**src/rtl/mips_pkg.sv**
```systemverilog
// Shared MIPS core definitions: opcodes, reset vector and fetch FSM encoding.
package mips_pkg;

    localparam int unsigned XLEN = 32;
    localparam int unsigned OPW  = 6;

    localparam logic [OPW-1:0] OP_RTYPE = 6'b000000;
    localparam logic [OPW-1:0] OP_BEQ   = 6'b000100;
    localparam logic [OPW-1:0] OP_J     = 6'b000010;

    localparam logic [XLEN-1:0] RESET_PC_DEFAULT = 32'h0000_3000;

    typedef enum logic [1:0] {
        ST_FETCH = 2'd0,
        ST_WAIT  = 2'd1,
        ST_HOLD  = 2'd2
    } fetch_state_e;

    // Word-aligned byte offset of a 16-bit branch immediate.
    function automatic logic [XLEN-1:0] branch_offset(input logic [15:0] imm);
        return {{(XLEN-18){imm[15]}}, imm, 2'b00};
    endfunction

endpackage

```
**src/rtl/ifetch_unit_npc_calc.sv**
```systemverilog
// Next-PC selection for an accepted instruction: sequential, taken beq or j.
module npc_calc
    import mips_pkg::*;
(
    input  logic [XLEN-1:0] inst_pc,
    input  logic [XLEN-1:0] inst,
    input  logic            npc_sel,
    input  logic            zero,
    output logic [XLEN-1:0] npc_c
);

    logic [XLEN-1:0] pc4;
    logic [OPW-1:0]  op;

    assign pc4 = inst_pc + XLEN'(4);
    assign op  = inst[31:26];

    always_comb begin
        npc_c = pc4;
        if (npc_sel && (op == OP_J)) begin
            npc_c = {pc4[31:28], inst[25:0], 2'b00};
        end else if (npc_sel && (op == OP_BEQ) && zero) begin
            npc_c = pc4 + branch_offset(inst[15:0]);
        end
    end

endmodule

```
**src/rtl/ifetch_unit.sv**
```systemverilog
// Instruction fetch unit: PC register, single-outstanding imem fetch and a
// one-entry instruction buffer handed to decode over valid/ready.
module ifetch_unit
    import mips_pkg::*;
#(
    parameter logic [XLEN-1:0] RESET_PC = RESET_PC_DEFAULT
) (
    input  logic            clk,
    input  logic            rst,
    output logic            imem_req,
    output logic [XLEN-1:0] imem_addr,
    input  logic            imem_rvalid,
    input  logic [XLEN-1:0] imem_rdata,
    output logic            inst_valid,
    input  logic            inst_ready,
    output logic [XLEN-1:0] inst,
    output logic [OPW-1:0]  opcode,
    output logic [OPW-1:0]  funct,
    output logic [XLEN-1:0] inst_pc,
    input  logic            npc_sel,
    input  logic            zero
);

    fetch_state_e    state_q, state_d;
    logic [XLEN-1:0] pc_q, pc_d;
    logic [XLEN-1:0] inst_q, inst_d;
    logic [XLEN-1:0] inst_pc_q, inst_pc_d;
    logic            valid_q, valid_d;
    logic [XLEN-1:0] npc_c;

    npc_calc u_npc_calc (
        .inst_pc (inst_pc_q),
        .inst    (inst_q),
        .npc_sel (npc_sel),
        .zero    (zero),
        .npc_c   (npc_c)
    );

    always_ff @(posedge clk) begin
        if (rst) begin
            state_q   <= ST_FETCH;
            pc_q      <= RESET_PC;
            inst_q    <= '0;
            inst_pc_q <= '0;
            valid_q   <= 1'b0;
        end else begin
            state_q   <= state_d;
            pc_q      <= pc_d;
            inst_q    <= inst_d;
            inst_pc_q <= inst_pc_d;
            valid_q   <= valid_d;
        end
    end

    // Fetch sequencing; npc_sel/zero only matter in the accept cycle.
    always_comb begin
        state_d   = state_q;
        pc_d      = pc_q;
        inst_d    = inst_q;
        inst_pc_d = inst_pc_q;
        valid_d   = valid_q;
        case (state_q)
            ST_FETCH: begin
                state_d = ST_WAIT;
            end
            ST_WAIT: begin
                if (imem_rvalid) begin
                    inst_d    = imem_rdata;
                    inst_pc_d = pc_q;
                    valid_d   = 1'b1;
                    state_d   = ST_HOLD;
                end
            end
            ST_HOLD: begin
                if (valid_q && inst_ready) begin
                    pc_d    = npc_c;
                    valid_d = 1'b0;
                    state_d = ST_FETCH;
                end
            end
            default: begin
                state_d = ST_FETCH;
            end
        endcase
    end

    // Request and valid are masked by rst so they read low in every reset cycle.
    assign imem_req   = (state_q == ST_FETCH) && !rst;
    assign inst_valid = valid_q && !rst;
    assign imem_addr  = pc_q;
    assign inst       = inst_q;
    assign opcode     = inst_q[31:26];
    assign funct      = inst_q[5:0];
    assign inst_pc    = inst_pc_q;

endmodule

```
**config.mk**
```make
export PLATFORM = sky130hd
export DESIGN_NAME = ifetch_unit
export DESIGN_NICKNAME = d
export VERILOG_FILES = /design/src/rtl/mips_pkg.sv /design/src/rtl/ifetch_unit_npc_calc.sv /design/src/rtl/ifetch_unit.sv
export SDC_FILE = /design/constraint.sdc
export NUM_CORES = 1
export LEC_CHECK = 0
export BUFFER_PORTS_ARGS = -buffer_cell sky130_fd_sc_hd__buf_4
export CELL_PAD_IN_SITES_DETAIL_PLACEMENT = 0
export CELL_PAD_IN_SITES_GLOBAL_PLACEMENT = 1
export CORE_MARGIN = 2
export CORE_UTILIZATION = 39
export CTS_CLUSTER_SIZE = 14
export DETAILED_ROUTE_END_ITERATION = 16
export PLACE_DENSITY = 0.79
export RECOVER_POWER = 100
export SLEW_MARGIN = 15
export SYNTH_ARGS = -nofsm -noshare
export SYNTH_HDL_FRONTEND = slang
export SYNTH_SLANG_ARGS = --single-unit
export TNS_END_PERCENT = 1
```
**constraint.sdc**
```tcl
create_clock -name clk -period 4 [get_ports clk]
set_input_delay 0.8 -clock clk [delete_from_list [all_inputs] [get_ports clk]]
set_output_delay 0.8 -clock clk [all_outputs]
set_load 0.02 [all_outputs]
```
==> qor.yml, run 1 <==
status: "finished with violations"
violations: "max-capacitance violations, max-slew violations"
drtPass1Iterations: 5
io_pins: 148
grt_pass1_vias: 5718
die_area_um2: 16700
r2r_setup_slack_ns: 0.25
diodes: 0
worst_hold_slack_ns: 0.4712
setup_viol: 0
synth_compound_area_share_pct: 24.24
rr_worst_depth: 13
post_drt_wl_per_cell_um: 17.73
max_clock_freq_ghz: 0.2667
slew_headroom_pct: -55.66
p_sw_uw: 598.4
avgSynthCellArea_um2: 7.515
gr-usage-all-layers_pct: 24.57
synth.distinct_cells: 61
grt_pass1_wl_mm: 31.86
hold_path.class: "flip-flop to flip-flop"
netlist.area_leader.share_pct: 32.40
cts.sinks: 99
seqCellArea_um2: 1982
synth_top_family_by_area: "compound AO/OA/AOI/OAI gates"
cts_max_level: 3
core_um2: 15260
synth.area.mux_share_pct: 0.3273
synthArstFlopShare_pct: 0
clkTransAtPathRegs_ns: 0.07
synth_simple_gate_area_share_pct: 22.56
maxCapViolCount: 1
crit_path_end_kind: "flip-flop"
placement.io_buffers: 147
p_comb_share_pct: 11.5
min_period_over_period_pct: 93.73
pwr-share-clk_pct: 40.2
required_ns: 4.25
worstMarginPinSlew_ns: 2.335
worstHoldStart: "imem_addr[31]$_SDFFE_PP0P_"
syn_area_um2: 6117
nets: 1017
ys_ff_latch: 99
drt-initial-drc-count: 422
wl_mm: 20.51
sw_frac_of_total_pct: 28.00
syn-num-nets: 890
power.leakage_nw: 2.841
ir_worst_vdd_uv: 232.1
finalCriticalPeriod_ns: 3.749
root_buffer: "clkbuf_16"
regToRegEndpoint: "imem_addr[30]$_SDFFE_PP0P_"
yosysWarnings: 0
drv_slew: 51
fp.dieH_um: 129.2
drive_gt1_share_pct: 10.25
rsz0062_at_grt: "no"
crit_type: "flip-flop to flip-flop"
die_x_um: 129.2
cp_max_fo: 5
r2r-start: "inst_pc[3]$_SDFFE_PP0P_"
start_util_pct: 40.09
synth_area_leaders: "dfxtp_1 32%, nand2_1 12%, a21oi_1 9.8%"
ant_nets: 0
postCtsSetupBuffers: 0
num_rows: 45
hold_violations: 0
fill_cells: 1656
finClkSkew_ns: 0.009197
grt.overflow.total: 0
antenna_found_initial: 0
final_core_util_pct: 48.10
synth_top_area_cell: "dfxtp_1"
multi_input_area_um2: 3864
arrival_ns: 4.00
dp_hpwl_mm: 15.20
cellPowerDensity_nw_per_um2: 291.2
start_kind: "flip-flop"
syn_inst: 814
grt_max_degree: 51
ys_seq_area_share_pct: 32.40
viasPerCell: 5.350
area_delta_synth_final_pct: 19.98
synth_xor_xnor_area_share_pct: 7.588
num_vias: 6190
min_to: "inst_pc[31]$_SDFFE_PP0P_"
p_int_mw: 1.539
synth-edff-count: 0
insertion_delay_ns: 0.36
clockBufferDepth: 2
seq_power_share_pct: 48.3
gp_congestion: 0.9314
cts_tree: "done"
cts_buffers: 9
synth-adder-area-share_pct: 7.895
setup_tns_ns: 0
synthFlopType: "dfxtp_1"
hold_path_depth: 2
remaining_drc_errors: 0
[sequential cells by signal, indices dropped and copies added, names as in the netlist]
| name | count |
|---|---|
| inst | 32 |
| inst_pc | 32 |
| imem_addr | 32 |
| state_q | 2 |
| valid_q | 1 |
[kinds of logic after synthesis]
group,after synthesis
buf+inv,69
compound gates,237
mux,2
flops,99
xor+xnor,53
simple gates,316
fa+ha+maj,38
[area by class of cell]
type                            count  area share [%]
Tap cell                          211           3.597
Timing Repair Buffer              175           12.36
Clock buffer                       11           3.307
Multi-Input combinational cell    646           52.64
Clock inverter                      5          0.5796
Inverter                           10          0.5114
Sequential cell                    99           27.00
[power by group through the flow]
stage	registers, mW	clock network (mW)	logic [mW]
6_report	1.03	0.859	0.247
4_1_cts	1.03	0.882	0.268
3_5_place_dp	1.06	0	0.267
3_3_place_gp	1.06	0	0.267
2_1_floorplan	1.07	0	0.139
5_1_grt	1.04	0.923	0.272
[synth_stat cells (3+ instances only)]
cell,number
nor2b_1,7
o221ai_1,4
and4_1,3
buf_1,4
nand2b_1,5
o21ai_0,24
ha_1,37
or3_1,5
a211oi_1,5
o31ai_1,4
xnor2_1,32
xor2_1,21
and2_1,4
nor3_1,12
o211ai_1,20
a22o_1,3
nand2_1,199
inv_1,10
o21bai_1,3
a31oi_1,10
nor2_1,37
a221o_1,3
nand4_1,12
buf_4,12
nand3_1,18
a21oi_1,120
and3_1,3
clkbuf_1,42
a311oi_1,3
a21o_1,15
dfxtp_1,99
o22ai_1,4
[cells in the final DEF, fill, tap and decap left out, types with 3 or more instances in the layout]
cell | synthesis | routed
a31oi_1 | 10 | 9
o211ai_1 | 20 | 20
clkbuf_1 | 42 | 112
ha_1 | 37 | 37
o21ai_0 | 24 | 24
o31ai_1 | 4 | 4
buf_4 | 12 | 62
and4_1 | 3 | 3
nor2b_1 | 7 | 6
or3_1 | 5 | 5
a22o_1 | 3 | 3
a21o_1 | 15 | 15
o221ai_1 | 4 | 4
a211oi_1 | 5 | 5
xnor2_1 | 32 | 32
nand2_1 | 199 | 199
clkbuf_16 | 0 | 9
nand2b_1 | 5 | 5
and2_1 | 4 | 3
inv_1 | 10 | 10
a221o_1 | 3 | 3
inv_6 | 0 | 3
dfxtp_1 | 99 | 99
o21bai_1 | 3 | 3
nand3_1 | 18 | 18
nand4_1 | 12 | 12
nor2_1 | 37 | 36
a21oi_1 | 120 | 119
nor3_1 | 12 | 11
o22ai_1 | 4 | 4
xor2_1 | 21 | 21
and3_1 | 3 | 3
[per-layer routing]
metal / global-route usage (%) / part of all wire (%) / vias up
met5: 0 / 0 / -
met4: 7.353 / 2.0 / 0
met3: 4.789 / 5.8 / 27
met1: 34.25 / 47 / 2880
li1: - / - / 3101
met2: 38.54 / 45 / 182
[per-stage QoR]
stage | worst slack (ns) | power, mW | instances | cell area [um2]
3_5_place_dp | 0.1075 | 1.322 | 1141 | 7455
5_1_grt | 0.03919 | 2.230 | 1157 | 7340
6_report | 0.2509 | 2.137 | 1157 | 7340
3_3_place_gp | 0.2371 | 1.322 | 1141 | 7455
2_1_floorplan | 0.2586 | 1.210 | 814 | 6117
4_1_cts | 0.05241 | 2.182 | 1157 | 7740
[critical path, stage by stage, from the launching register on]
cell and delay [ns]:
dfxtp_1 0.40, ha_1 0.30, nand3_1 0.12, xnor2_1 0.23
ha_1 0.33, a21oi_1 0.16, o21ai_0 0.20, a211o_1 0.35
a221o_1 0.39, o41ai_4 0.33, o221ai_2 0.24, a311o_1 0.34
a32oi_1 0.18, nand2_1 0.07
[repair_timing]
action / in CTS / in global routing
hold buffers: 0 / 0
setup endpoints to repair: 0 / 2
resized for setup: 0 / 5
[worst max-delay path by stage]
stage               cells after the start                    endpoint                     from
floorplan                              17  imem_addr[31]$_SDFFE_PP0P_  inst_pc[4]$_SDFFE_PP0P_
global placement                       16  imem_addr[31]$_SDFFE_PP0P_  inst_pc[7]$_SDFFE_PP0P_
detailed placement                     16  imem_addr[31]$_SDFFE_PP0P_  inst_pc[7]$_SDFFE_PP0P_
CTS                                    16  imem_addr[31]$_SDFFE_PP0P_  inst_pc[7]$_SDFFE_PP0P_
global route                           15  imem_addr[31]$_SDFFE_PP0P_  inst_pc[7]$_SDFFE_PP0P_
finish                                 13  imem_addr[30]$_SDFFE_PP0P_  inst_pc[3]$_SDFFE_PP0P_
(Power assumes the default switching activity.)
==> run 2: changes to the inputs <==
- PLACE_DENSITY: 0.79 -> unset
- PLACE_DENSITY_LB_ADDON: unset -> 0.25
==> qor.yml, run 2 (synthesis gave the netlist of run 1 again) <==
status: "finished with violations"  # unchanged
violations: "max-capacitance violations, max-slew violations"  # unchanged
cts_buffers: 9  # unchanged
p_comb_share_pct: 11.0  # was 11.5%
diodes: 0  # unchanged
min_period_over_period_pct: 94.54  # was 93.73%
io_pins: 148  # unchanged
grt_max_degree: 58  # was 51
num_rows: 45  # unchanged
post_drt_wl_per_cell_um: 17.38  # was 17.73 um
grt_pass1_vias: 5790  # was 5,718
dp_hpwl_mm: 14.79  # was 15.20 mm
hold_violations: 0  # unchanged
mostFrequentLayoutCell: "nand2_1"  # unchanged
instances_no_fill: 1155  # was 1,157
seq_power_share_pct: 47.0  # was 48.3%
cts_tree: "done"  # unchanged
setup_viol: 0  # unchanged
crit_path_end_kind: "flip-flop"  # unchanged
p_int_mw: 1.596  # was 1.539 mW
p_sw_uw: 598.3  # was 598.4 uW
cellPowerDensity_nw_per_um2: 299.7  # was 291.2 nW/um2
slew_headroom_pct: -53.98  # was -55.66%
finClkSkew_ns: 0.01309  # was 0.009197 ns
ir_worst_vdd_uv: 251.5  # was 232.1 uV
final_cell_mix: "199 x nand2_1, 119 x a21oi_1, 111 x clkbuf_1"  # was 199 x nand2_1, 119 x a21oi_1, 112 x clkbuf_1
power.leakage_nw: 2.828  # was 2.841 nW
worst_hold_slack_ns: 0.4724  # was 0.4712 ns
gp_congestion: 0.9381  # was 0.9314
grt.overflow.total: 0  # unchanged
cts.sinks: 99  # unchanged
viasPerCell: 5.360  # was 5.350
drv_slew: 101  # was 51
root_buffer: "clkbuf_16"  # unchanged
setup_tns_ns: 0  # unchanged
num_vias: 6191  # was 6,190
dpl.cell_count: 1139  # was 1,141
sw_frac_of_total_pct: 27.27  # was 28.00%
insertion_delay_ns: 0.36  # about the same
clockBufferDepth: 2  # unchanged
area_delta_synth_final_pct: 19.70  # was 19.98%
ant_nets: 0  # unchanged
maxCapViolCount: 3  # was 1
hold_path.class: "flip-flop to flip-flop"  # unchanged
die_x_um: 129.2  # unchanged
cts_max_level: 3  # unchanged
arrival_ns: 4.03  # was 4.00 ns
nets: 1015  # was 1,017
drt-initial-drc-count: 488  # was 422
grt_pass1_wl_mm: 31.55  # was 31.86 mm
remaining_drc_errors: 0  # unchanged
crit_type: "flip-flop to flip-flop"  # unchanged
start_util_pct: 40.09  # unchanged
clkTransAtPathRegs_ns: 0.07  # about the same
postCtsSetupBuffers: 0  # unchanged
drtPass1Iterations: 5  # unchanged
worstMarginPinSlew_ns: 2.301  # was 2.335 ns
gr-usage-all-layers_pct: 24.19  # was 24.57%
total_power_mw: 2.194  # was 2.137 mW
finalCriticalPeriod_ns: 3.781  # was 3.749 ns
pwr-share-clk_pct: 42.1  # was 40.2%
max_clock_freq_ghz: 0.2644  # was 0.2667 GHz
antenna_found_initial: 0  # unchanged
core_um2: 15260  # unchanged
fp.dieH_um: 129.2  # unchanged
required_ns: 4.25  # about the same
start_kind: "flip-flop"  # unchanged
wl_mm: 20.07  # was 20.51 mm
placement.io_buffers: 147  # unchanged
drive_gt1_share_pct: 9.958  # was 10.25%
cp_max_fo: 8  # was 5
die_area_um2: 16700  # unchanged
==> run 2: changes by cell type in the layout (fill, tap and decap cells not counted), sizes merged <==
cell and change:
buf -5, clkbuf +2, bufinv +1
==> run 2: worst max-delay path, cell delays in order, from the launching register on <==
cell	delay, ns
dfxtp_1	0.36
and4_1	0.25
nand3_1	0.18
or3_1	0.46
nor2_1	0.13
xor2_1	0.24
ha_2	0.38
a21oi_1	0.17
o21ai_1	0.10
a41o_1	0.21
o31ai_1	0.08
a21oi_2	0.11
a311oi_2	0.30
xor2_1	0.11
or3_1	0.32
a32o_1	0.26
==> run 2: power by group through the flow <==
stage                     sequential (mW)  combinational (mW)  clock [mW]
after floorplan                      1.07               0.139           0
after global placement               1.05               0.266           0
after detailed placement             1.05               0.266           0
after CTS                            1.03               0.267       0.945
after global routing                 1.03               0.266       0.980
final                                1.03               0.241       0.923
==> run 2: area by class of cell <==
cell class	count	area (um2)
clock buffers	10	239.0
clock inverters	6	70.07
fillers	1649	7936
inverters	10	37.54
multi-input cells	646	3852
flip-flops and latches	99	1982
well taps	211	264.0
repair buffers	173	877.1
==> run 2: path summary, 6_finish.rpt <==
path                              start                    endpoint  slack [ns]  cells past startpoint
max            inst_pc[16]$_SDFFE_PP0P_  imem_addr[31]$_SDFFE_PP0P_        0.22                     15
min          imem_addr[14]$_SDFFE_PP0P_    inst_pc[14]$_SDFFE_PP0P_        0.47                      2
max reg2reg    inst_pc[16]$_SDFFE_PP0P_  imem_addr[31]$_SDFFE_PP0P_        0.22                     15
min reg2reg  imem_addr[14]$_SDFFE_PP0P_    inst_pc[14]$_SDFFE_PP0P_        0.47                      2
==> run 2: per-stage QoR <==
step	setup slack (ns)	cell area [um2]	utilization, %
after CTS	0.1399	7761	50.87
after global routing	-0.06073	7322	47.99
after floorplan	0.2586	6117	-
after global placement	0.2387	7452	48.84
final	0.2185	7322	47.99
after detailed placement	0.1586	7452	48.84
==> run 2: what timing repair did <==
item                                    in CTS  in global routing
endpoints found under the setup margin       0                  1
resized for setup                            0                  6
hold buffers                                 0                  0
endpoints found under the hold margin        0                  0
==> run 2: metal layers <==
metal  vias up  share of wire [%]  wire, um  track usage [%]
met4         0                1.7       333            6.650
met3        23                5.5      1112            4.377
met1      2882                 46      9184            32.53
met2       182                 47      9439            39.91
met5         -                  0         0                0
li1       3104                  -         -                -
